`src/rtl/pu_run_sequencer_if.sv`:
```
// Bus between the run sequencer, the host request side and reg_pu.
// Request handshake: a start address transfers on a rising clock edge
// where req_valid_i and req_ready_o are both high; the host holds
// req_addr_i stable while req_valid_i is high, and req_ready_o never
// depends on req_valid_i. Results have no backpressure: res_valid_o is a
// one-cycle strobe.
// state_dbg mirrors the sequencer FSM state (0 IDLE, 1 START, 2 RUN, 3 REPORT).
interface pu_run_sequencer_if #(
    parameter int ADDR_W = 8,
    parameter int CNT_W  = 15
);
    logic              req_valid_i;
    logic [ADDR_W-1:0] req_addr_i;
    logic              req_ready_o;
    logic              pu_start_o;
    logic [ADDR_W-1:0] pu_start_addr_o;
    logic              pu_done_i;
    logic              res_valid_o;
    logic [ADDR_W-1:0] res_addr_o;
    logic [CNT_W-1:0]  res_cycles_o;
    logic              res_timeout_o;
    logic              busy_o;
    logic [1:0]        state_dbg;

    // Host / processor-model side.
    modport master (
        output req_valid_i, req_addr_i, pu_done_i,
        input  req_ready_o, pu_start_o, pu_start_addr_o, res_valid_o,
               res_addr_o, res_cycles_o, res_timeout_o, busy_o, state_dbg
    );

    // Sequencer side.
    modport slave (
        input  req_valid_i, req_addr_i, pu_done_i,
        output req_ready_o, pu_start_o, pu_start_addr_o, res_valid_o,
               res_addr_o, res_cycles_o, res_timeout_o, busy_o, state_dbg
    );
endinterface

```
`src/rtl/pu_run_sequencer.sv`:
```
// Run sequencer for reg_pu: queues host start addresses in a small FIFO,
// launches each program with a one-cycle start pulse, waits for a rising
// edge of done and reports the address plus the RUN cycle count.
// Optional watchdog: define RUN_SEQ_WATCHDOG_EN to end a run that reaches
// TIMEOUT RUN cycles without completing (result flagged as timed out).
module pu_run_sequencer #(
    parameter int               ADDR_W  = 8,
    parameter int               DEPTH   = 4,
    parameter int               CNT_W   = 15,
    parameter logic [CNT_W-1:0] TIMEOUT = 15'd20000
) (
    input logic               clock_i,
    input logic               reset_i,
    pu_run_sequencer_if.slave bus
);
    localparam int AW = $clog2(DEPTH);
    localparam int CW = AW + 1;

    typedef enum logic [1:0] {
        IDLE   = 2'd0,
        START  = 2'd1,
        RUN    = 2'd2,
        REPORT = 2'd3
    } state_t;

    state_t state, state_next;

    logic [ADDR_W-1:0] mem [DEPTH];
    logic [AW-1:0]     wr_ptr, rd_ptr;
    logic [CW-1:0]     count;
    logic              push, pop;

    logic              done_q, done_rise;
    logic [CNT_W-1:0]  counter, cnt_inc;
    logic              finish, timed_out, wd_hit;

    logic [ADDR_W-1:0] start_addr;
    logic [ADDR_W-1:0] res_addr;
    logic [CNT_W-1:0]  res_cycles;

    assign push      = bus.req_valid_i & bus.req_ready_o;
    assign pop       = (state == IDLE) && (count != '0);
    assign done_rise = bus.pu_done_i & ~done_q;
    assign cnt_inc   = (counter == '1) ? counter : counter + 1'b1;

`ifdef RUN_SEQ_WATCHDOG_EN
    logic res_timeout;
    // cnt_inc is the number of RUN cycles including the current one.
    assign wd_hit            = (cnt_inc >= TIMEOUT);
    assign bus.res_timeout_o = res_timeout;
`else
    assign wd_hit            = 1'b0;
    assign bus.res_timeout_o = 1'b0;
`endif

    // FSM state register.
    always_ff @(posedge clock_i or posedge reset_i) begin
        if (reset_i) state <= IDLE;
        else         state <= state_next;
    end

    // Next-state decode; a done edge wins over the watchdog in the same cycle.
    always_comb begin
        state_next = state;
        finish     = 1'b0;
        timed_out  = 1'b0;
        case (state)
            IDLE:   if (count != '0) state_next = START;
            START:  state_next = RUN;
            RUN: begin
                if (done_rise) begin
                    state_next = REPORT;
                    finish     = 1'b1;
                end else if (wd_hit) begin
                    state_next = REPORT;
                    finish     = 1'b1;
                    timed_out  = 1'b1;
                end
            end
            REPORT: state_next = IDLE;
            default: state_next = IDLE;
        endcase
    end

    // FIFO pointers and occupancy; pointers wrap naturally (DEPTH is 2^AW).
    always_ff @(posedge clock_i or posedge reset_i) begin
        if (reset_i) begin
            wr_ptr <= '0;
            rd_ptr <= '0;
            count  <= '0;
        end else begin
            if (push) wr_ptr <= wr_ptr + 1'b1;
            if (pop)  rd_ptr <= rd_ptr + 1'b1;
            case ({push, pop})
                2'b10:   count <= count + 1'b1;
                2'b01:   count <= count - 1'b1;
                default: count <= count;
            endcase
        end
    end

    // FIFO storage; contents are don't-care until written.
    always_ff @(posedge clock_i) begin
        if (push) mem[wr_ptr] <= bus.req_addr_i;
    end

    // Done history for rising-edge detection, sampled every cycle.
    always_ff @(posedge clock_i or posedge reset_i) begin
        if (reset_i) done_q <= 1'b0;
        else         done_q <= bus.pu_done_i;
    end

    // RUN cycle counter: cleared in START, saturating increment in RUN.
    always_ff @(posedge clock_i or posedge reset_i) begin
        if (reset_i)               counter <= '0;
        else if (state == START)   counter <= '0;
        else if (state == RUN)     counter <= cnt_inc;
    end

    // Launch address register, loaded on the IDLE to START pop.
    always_ff @(posedge clock_i or posedge reset_i) begin
        if (reset_i)  start_addr <= '0;
        else if (pop) start_addr <= mem[rd_ptr];
    end

    // Result record, captured when the run ends and held until the next one.
    always_ff @(posedge clock_i or posedge reset_i) begin
        if (reset_i) begin
            res_addr    <= '0;
            res_cycles  <= '0;
`ifdef RUN_SEQ_WATCHDOG_EN
            res_timeout <= 1'b0;
`endif
        end else if (finish) begin
            res_addr    <= start_addr;
            res_cycles  <= timed_out ? TIMEOUT : cnt_inc;
`ifdef RUN_SEQ_WATCHDOG_EN
            res_timeout <= timed_out;
`endif
        end
    end

    assign bus.req_ready_o     = (count != CW'(DEPTH));
    assign bus.pu_start_o      = (state == START);
    assign bus.pu_start_addr_o = start_addr;
    assign bus.res_valid_o     = (state == REPORT);
    assign bus.res_addr_o      = res_addr;
    assign bus.res_cycles_o    = res_cycles;
    assign bus.busy_o          = (state != IDLE) || (count != '0);
    assign bus.state_dbg       = state;
endmodule

```
`src/flat_wrapper.sv`:
```
// flat-port wrapper written by rule: the top's interface ports become plain ports
module pu_run_sequencer_flat 
#(
    parameter int               ADDR_W  = 8,
    parameter int               DEPTH   = 4,
    parameter int               CNT_W   = 15,
    parameter logic [CNT_W-1:0] TIMEOUT = 15'd20000
)
  (clock_i, reset_i, bus_req_valid_i, bus_req_addr_i, bus_pu_done_i, bus_req_ready_o, bus_pu_start_o, bus_pu_start_addr_o, bus_res_valid_o, bus_res_addr_o, bus_res_cycles_o, bus_res_timeout_o, bus_busy_o, bus_state_dbg);
  pu_run_sequencer_if #(.ADDR_W(ADDR_W), .CNT_W(CNT_W)) bus_i ();
  input logic clock_i;
  input logic reset_i;
  input wire logic [$bits(bus_i.req_valid_i)-1:0] bus_req_valid_i;
  input wire logic [$bits(bus_i.req_addr_i)-1:0] bus_req_addr_i;
  input wire logic [$bits(bus_i.pu_done_i)-1:0] bus_pu_done_i;
  output wire logic [$bits(bus_i.req_ready_o)-1:0] bus_req_ready_o;
  output wire logic [$bits(bus_i.pu_start_o)-1:0] bus_pu_start_o;
  output wire logic [$bits(bus_i.pu_start_addr_o)-1:0] bus_pu_start_addr_o;
  output wire logic [$bits(bus_i.res_valid_o)-1:0] bus_res_valid_o;
  output wire logic [$bits(bus_i.res_addr_o)-1:0] bus_res_addr_o;
  output wire logic [$bits(bus_i.res_cycles_o)-1:0] bus_res_cycles_o;
  output wire logic [$bits(bus_i.res_timeout_o)-1:0] bus_res_timeout_o;
  output wire logic [$bits(bus_i.busy_o)-1:0] bus_busy_o;
  output wire logic [$bits(bus_i.state_dbg)-1:0] bus_state_dbg;
  assign bus_i.req_valid_i = bus_req_valid_i;
  assign bus_i.req_addr_i = bus_req_addr_i;
  assign bus_i.pu_done_i = bus_pu_done_i;
  assign bus_req_ready_o = bus_i.req_ready_o;
  assign bus_pu_start_o = bus_i.pu_start_o;
  assign bus_pu_start_addr_o = bus_i.pu_start_addr_o;
  assign bus_res_valid_o = bus_i.res_valid_o;
  assign bus_res_addr_o = bus_i.res_addr_o;
  assign bus_res_cycles_o = bus_i.res_cycles_o;
  assign bus_res_timeout_o = bus_i.res_timeout_o;
  assign bus_busy_o = bus_i.busy_o;
  assign bus_state_dbg = bus_i.state_dbg;
  pu_run_sequencer #(.ADDR_W(ADDR_W), .DEPTH(DEPTH), .CNT_W(CNT_W), .TIMEOUT(TIMEOUT)) u_core (.clock_i(clock_i), .reset_i(reset_i), .bus(bus_i));
endmodule
```
`config.mk`:
```
export PLATFORM = sky130hd
export DESIGN_NAME = pu_run_sequencer_flat
export DESIGN_NICKNAME = d
export VERILOG_FILES = /design/src/rtl/pu_run_sequencer_if.sv /design/src/rtl/pu_run_sequencer.sv /design/src/flat_wrapper.sv
export SDC_FILE = /design/constraint.sdc
export NUM_CORES = 1
export LEC_CHECK = 0
export CORE_MARGIN = 5
export CORE_UTILIZATION = 57
export CTS_BUF_LIST = sky130_fd_sc_hd__clkbuf_4 sky130_fd_sc_hd__clkbuf_8
export CTS_CLUSTER_SIZE = 20
export DETAILED_ROUTE_END_ITERATION = 12
export PLACE_DENSITY = 0.88
export SLEW_MARGIN = 20
export SYNTH_ARGS = -nofsm -noshare
export SYNTH_HDL_FRONTEND = slang
export SYNTH_SLANG_ARGS = --single-unit
```
`constraint.sdc`:
```
create_clock -name clock_i -period 2.5 [get_ports clock_i]
set_input_delay 0.25 -clock clock_i [delete_from_list [all_inputs] [get_ports clock_i]]
set_output_delay 0.25 -clock clock_i [all_outputs]
set_load 0.05 [all_outputs]
```
==> results_tabular.tex <==
\begin{tabular}{lr}
\hline
Metric & Value \\
\hline
\multicolumn{2}{l}{\textbf{Outcome}} \\
\quad Status & finished, final reports clean \\
\multicolumn{2}{l}{\textbf{Timing}} \\
\quad Final critical delay including setup and external delays & 2304 ps \\
\quad Final clock period utilization by the worst path & between 90 and 100\% \\
\quad Fin. max-slew vios & 0 \\
\quad Setup repair after global routing missed its margin & no \\
\quad Max Clock Skew & $\sim$11 ps \\
\quad Relative slew margins & around 58\% \\
\quad Worst-margin pin slew & between 600 and 700 ps \\
\quad Summed negative setup slack over all endpoints & 0 ps \\
\quad Number of setup violations in the final report & 0 \\
\quad Worst-case setup margin in the final layout & 195.9 ps \\
\quad Maximum frequency from static timing analysis & 434.0 MHz \\
\quad Final Hold Vio Count & 0 \\
\multicolumn{2}{l}{\textbf{Global routing}} \\
\quad Met1 usage in global routing & 28.19\% \\
\quad Aggregate global routing overflow & 0 \\
\quad Global-route layer with the greatest usage & met2 \\
\quad First-pass GRT wire length & $\sim$14 mm \\
\quad Met2 usage & 34.18\% \\
\quad Met3 usage in global routing & a little under 6\% \\
\quad Total GRT Usage & 21.25\% \\
\quad Largest net degree at the start of global routing & 27 \\
\quad Number of antenna violations at the first check in global routing & 0 \\
\quad Number of global-route vias before repair & 2,797 \\
\multicolumn{2}{l}{\textbf{Clock tree}} \\
\quad CTS tree & yes \\
\quad Clock sink count & 88 \\
\quad Worst-path clk slew & 90 ps \\
\quad Number of buffers inserted during clock tree synthesis & 9 \\
\quad Max H-tree Level & 3 \\
\quad Root Buffer Master & clkbuf\_8 \\
\quad Buffer depth of the longest clock path & 2 \\
\quad Clock latency at the later pin of the worst-skew pair & 350 ps \\
\multicolumn{2}{l}{\textbf{Logic synthesis}} \\
\quad Ranking of synthesized cells by instance count & dfrtp\_1, nand2\_1, edfxtp\_1 \\
\quad Cell with the most instances after synthesis & dfrtp\_1 \\
\quad Most used flip-flop cell after synthesis & dfrtp\_1 \\
\quad Synth warn & 0 \\
\quad Number of storage elements in the synthesis netlist & 88 \\
\quad Synthesized net count & roughly 350 \\
\quad Number of enable flip-flop cells after synthesis & 32 \\
\quad Cells taking the most area after synthesis & dfrtp\_1, edfxtp\_1, mux4\_2, nand2\_1, ha\_1 \\
\quad Yosys top cell area share & 34.83\% \\
\quad Seq/Total Area, Yosys & approximately 59\% \\
\quad Instance count of the mapped netlist & 328 \\
\quad Area of the mapped netlist & between 4000 and 5000 sq um \\
\quad Post-Syn Area per Cell & 12.27 sq um \\
\quad Synth unique cells & 57 \\
\quad Proportion of synthesized flip-flops having asynchronous set or reset & 63.64\% \\
\quad Cell type with the highest aggregate area in the netlist & dfrtp\_1 \\
\multicolumn{2}{l}{\textbf{Detailed routing}} \\
\quad Number of detailed-route iterations in the first pass & 5 \\
\quad Number of remaining DRC errors & 0 \\
\quad Total wirelength of the detailed-routed design & $\sim$8.4 mm \\
\quad Routed WL per cell & about 18 microns \\
\quad Number of design-rule violations left by the first detailed-router iteration & 201 \\
\quad Detailed-route via count & between 2,000 and 3,000 \\
\quad Antenna violation net count after detailed routing & 0 \\
\quad Detail-routed via count per cell & 5.812 \\
\multicolumn{2}{l}{\textbf{Floorplan}} \\
\quad Number of core rows & 30 \\
\quad Die Y & 94.02 microns \\
\quad Placeable core region & 6832 sq um \\
\quad Area enclosed by the die boundary & 8840 sq um \\
\quad Die Wd & 94.02 microns \\
\quad I/O pin count & 50 \\
\quad Effective utilization at floorplan & approximately three fifths \\
\multicolumn{2}{l}{\textbf{Placement}} \\
\quad DP Area & 4599 sq um \\
\quad Pre-CTS setup slack & around 220 ps \\
\quad HPWL after detailed placement & between 5 and 6 mm \\
\quad Number of buffers inserted by port buffering & 48 \\
\quad Placed cell count & between 400 and 500 \\
\quad Final weighted congestion in routability-driven placement & 0.8688 \\
\multicolumn{2}{l}{\textbf{Setup path}} \\
\quad Worst R2R Path Depth & 10 \\
\quad Critical path startpoint category & register \\
\quad Signal arrival time at the worst endpoint & 2570 ps \\
\quad Type of element capturing the critical path & register \\
\quad Critical path class & reg2reg \\
\quad Worst Path Required & 2760 ps \\
\quad Worst-path maximum fanout & 10 \\
\quad Worst reg-to-reg setup slack & 200 ps \\
\multicolumn{2}{l}{\textbf{Finish}} \\
\quad Final design area excluding fillers & 4826 sq um \\
\quad Layout filler cell count & 469 \\
\quad Relative area change from synthesis to final layout & 19.93\% \\
\quad Share of cells above drive strength 1 & 13.84\% \\
\quad Diode count & 0 \\
\quad Final cell utilization of the core & 70.64\% \\
\quad Layout Cells excl Fill & 479 \\
\quad Final layout net count & 402 \\
\quad Sequential cell area & 2362 sq um \\
\quad Area of the multi-input gates & between 1500 and 2000 sq um \\
\multicolumn{2}{l}{\textbf{Power}} \\
\quad Power density of the placed cells & 1362 nW/um\^{}2 \\
\quad VDD IR-drop max & 1.088 mV \\
\quad P\_leak & slightly above 2 nW \\
\multicolumn{2}{l}{\textbf{Run}} \\
\quad Max capacitance violation total & 0 \\
\multicolumn{2}{l}{\textbf{Hold path}} \\
\quad Class of the tightest hold or removal check & in2async \\
\hline
\end{tabular}
[cells by family (layout without fill, tap and decap cells)]
logic type               after synthesis  in the layout  synth area share (%)
AO/OA/AOI/OAI                         57             57                 9.360
XOR/XNOR                               9              9                 1.959
adder cells (fa/ha/maj)               12             12                 3.918
buffers and inverters                 30             85                 3.234
flip-flops                            88             88                 58.71
multiplexers                          23             23                 8.520
other                                  1              1               0.09319
AND/OR/NAND/NOR                      108            108                 14.21
[registers in the layout, summed over array words and instances, names as in the netlist]
name and cells:
u_core.mem 32, u_core.bus.res_cycles_o 15, u_core.counter 15, u_core.bus.pu_start_addr_o 8
u_core.bus.res_addr_o 8, u_core.count 3, u_core.bus.state_dbg 2, u_core.rd_ptr 2
u_core.wr_ptr 2, u_core.done_q 1
[worst max-delay path, cell delays in order (launching register included)]
cell	delay, ps
dfrtp_1	440
inv_1	140
ha_1	180
nand2b_1	100
inv_2	220
ha_1	230
inv_1	70
fa_1	390
xor2_1	150
nor2_1	110
xor2_1	190
[metal layers]
layer	wire, microns	share of wire (%)	vias to the layer above
li1	-	-	1301
met1	3360	40	1335
met2	4165	50	132
met3	724	8.6	16
met4	138	1.6	0
met5	0	0	-
[cell usage in the layout (no fill, tap or decap), types with 3 or more instances in the layout]
cell and n:
nand4_1 3, dfrtp_1 56, a21oi_1 14, mux4_2 8
clkdlybuf4s50_1 46, nor3_1 5, nor2_1 16, nand2b_1 5
clkbuf_8 9, inv_1 12, and4_1 3, xnor2_1 7
a31oi_1 7, and2_1 3, o31ai_1 3, ha_1 11
edfxtp_1 32, and3_1 10, o21ai_0 14, mux2i_1 5
a211o_1 3, nand3_1 6, buf_4 7, nand2_1 42
mux2_2 10
[cell type report]
cell class / count / area share [%]
Clock inverter: 7 / 2.100
Sequential cell: 88 / 48.95
Clock buffer: 9 / 2.567
Multi-Input combinational cell: 210 / 31.73
Timing Repair Buffer: 55 / 11.07
Tap cell: 96 / 2.489
Inverter: 14 / 1.089
[per-stage QoR]
step                power [W]  hold slack [ps]
detailed placement   0.005475            462.2
global placement     0.005349            457.8
finish               0.006571            273.6
global route         0.006962            319.3
floorplan            0.004519            281.4
CTS                  0.006609            287.0
[what timing repair did]
action                                  4_1_cts  5_1_grt
hold buffers                                  0        0
gates resized for setup                       1        1
buffers inserted                              0        0
endpoints found under the setup margin        1        1
[where the power goes]
group / leakage [nW] / switching [W] / internal (W)
Combinational: 0.917 / 0.00194 / 0.00116
Sequential: 0.989 / 0.000389 / 0.00197
Clock: 0.112 / 0.000527 / 0.000575
Total: 2.02 / 0.00286 / 0.00371
[final timing paths]
check / startpoint / to
setup reg to reg: u_core.bus.state_dbg[0] / u_core.count[2]
min in group clock_i: bus_pu_done_i / u_core.done_q
hold reg to reg: u_core.bus.res_addr_o[0] / u_core.bus.res_addr_o[0]
setup / recovery: u_core.bus.state_dbg[0] / u_core.count[2]
hold / removal: reset_i / u_core.bus.res_addr_o[0]
max in group asynchronous: reset_i / u_core.count[2]
No activity file was read; power rests on OpenSTA's default activity.
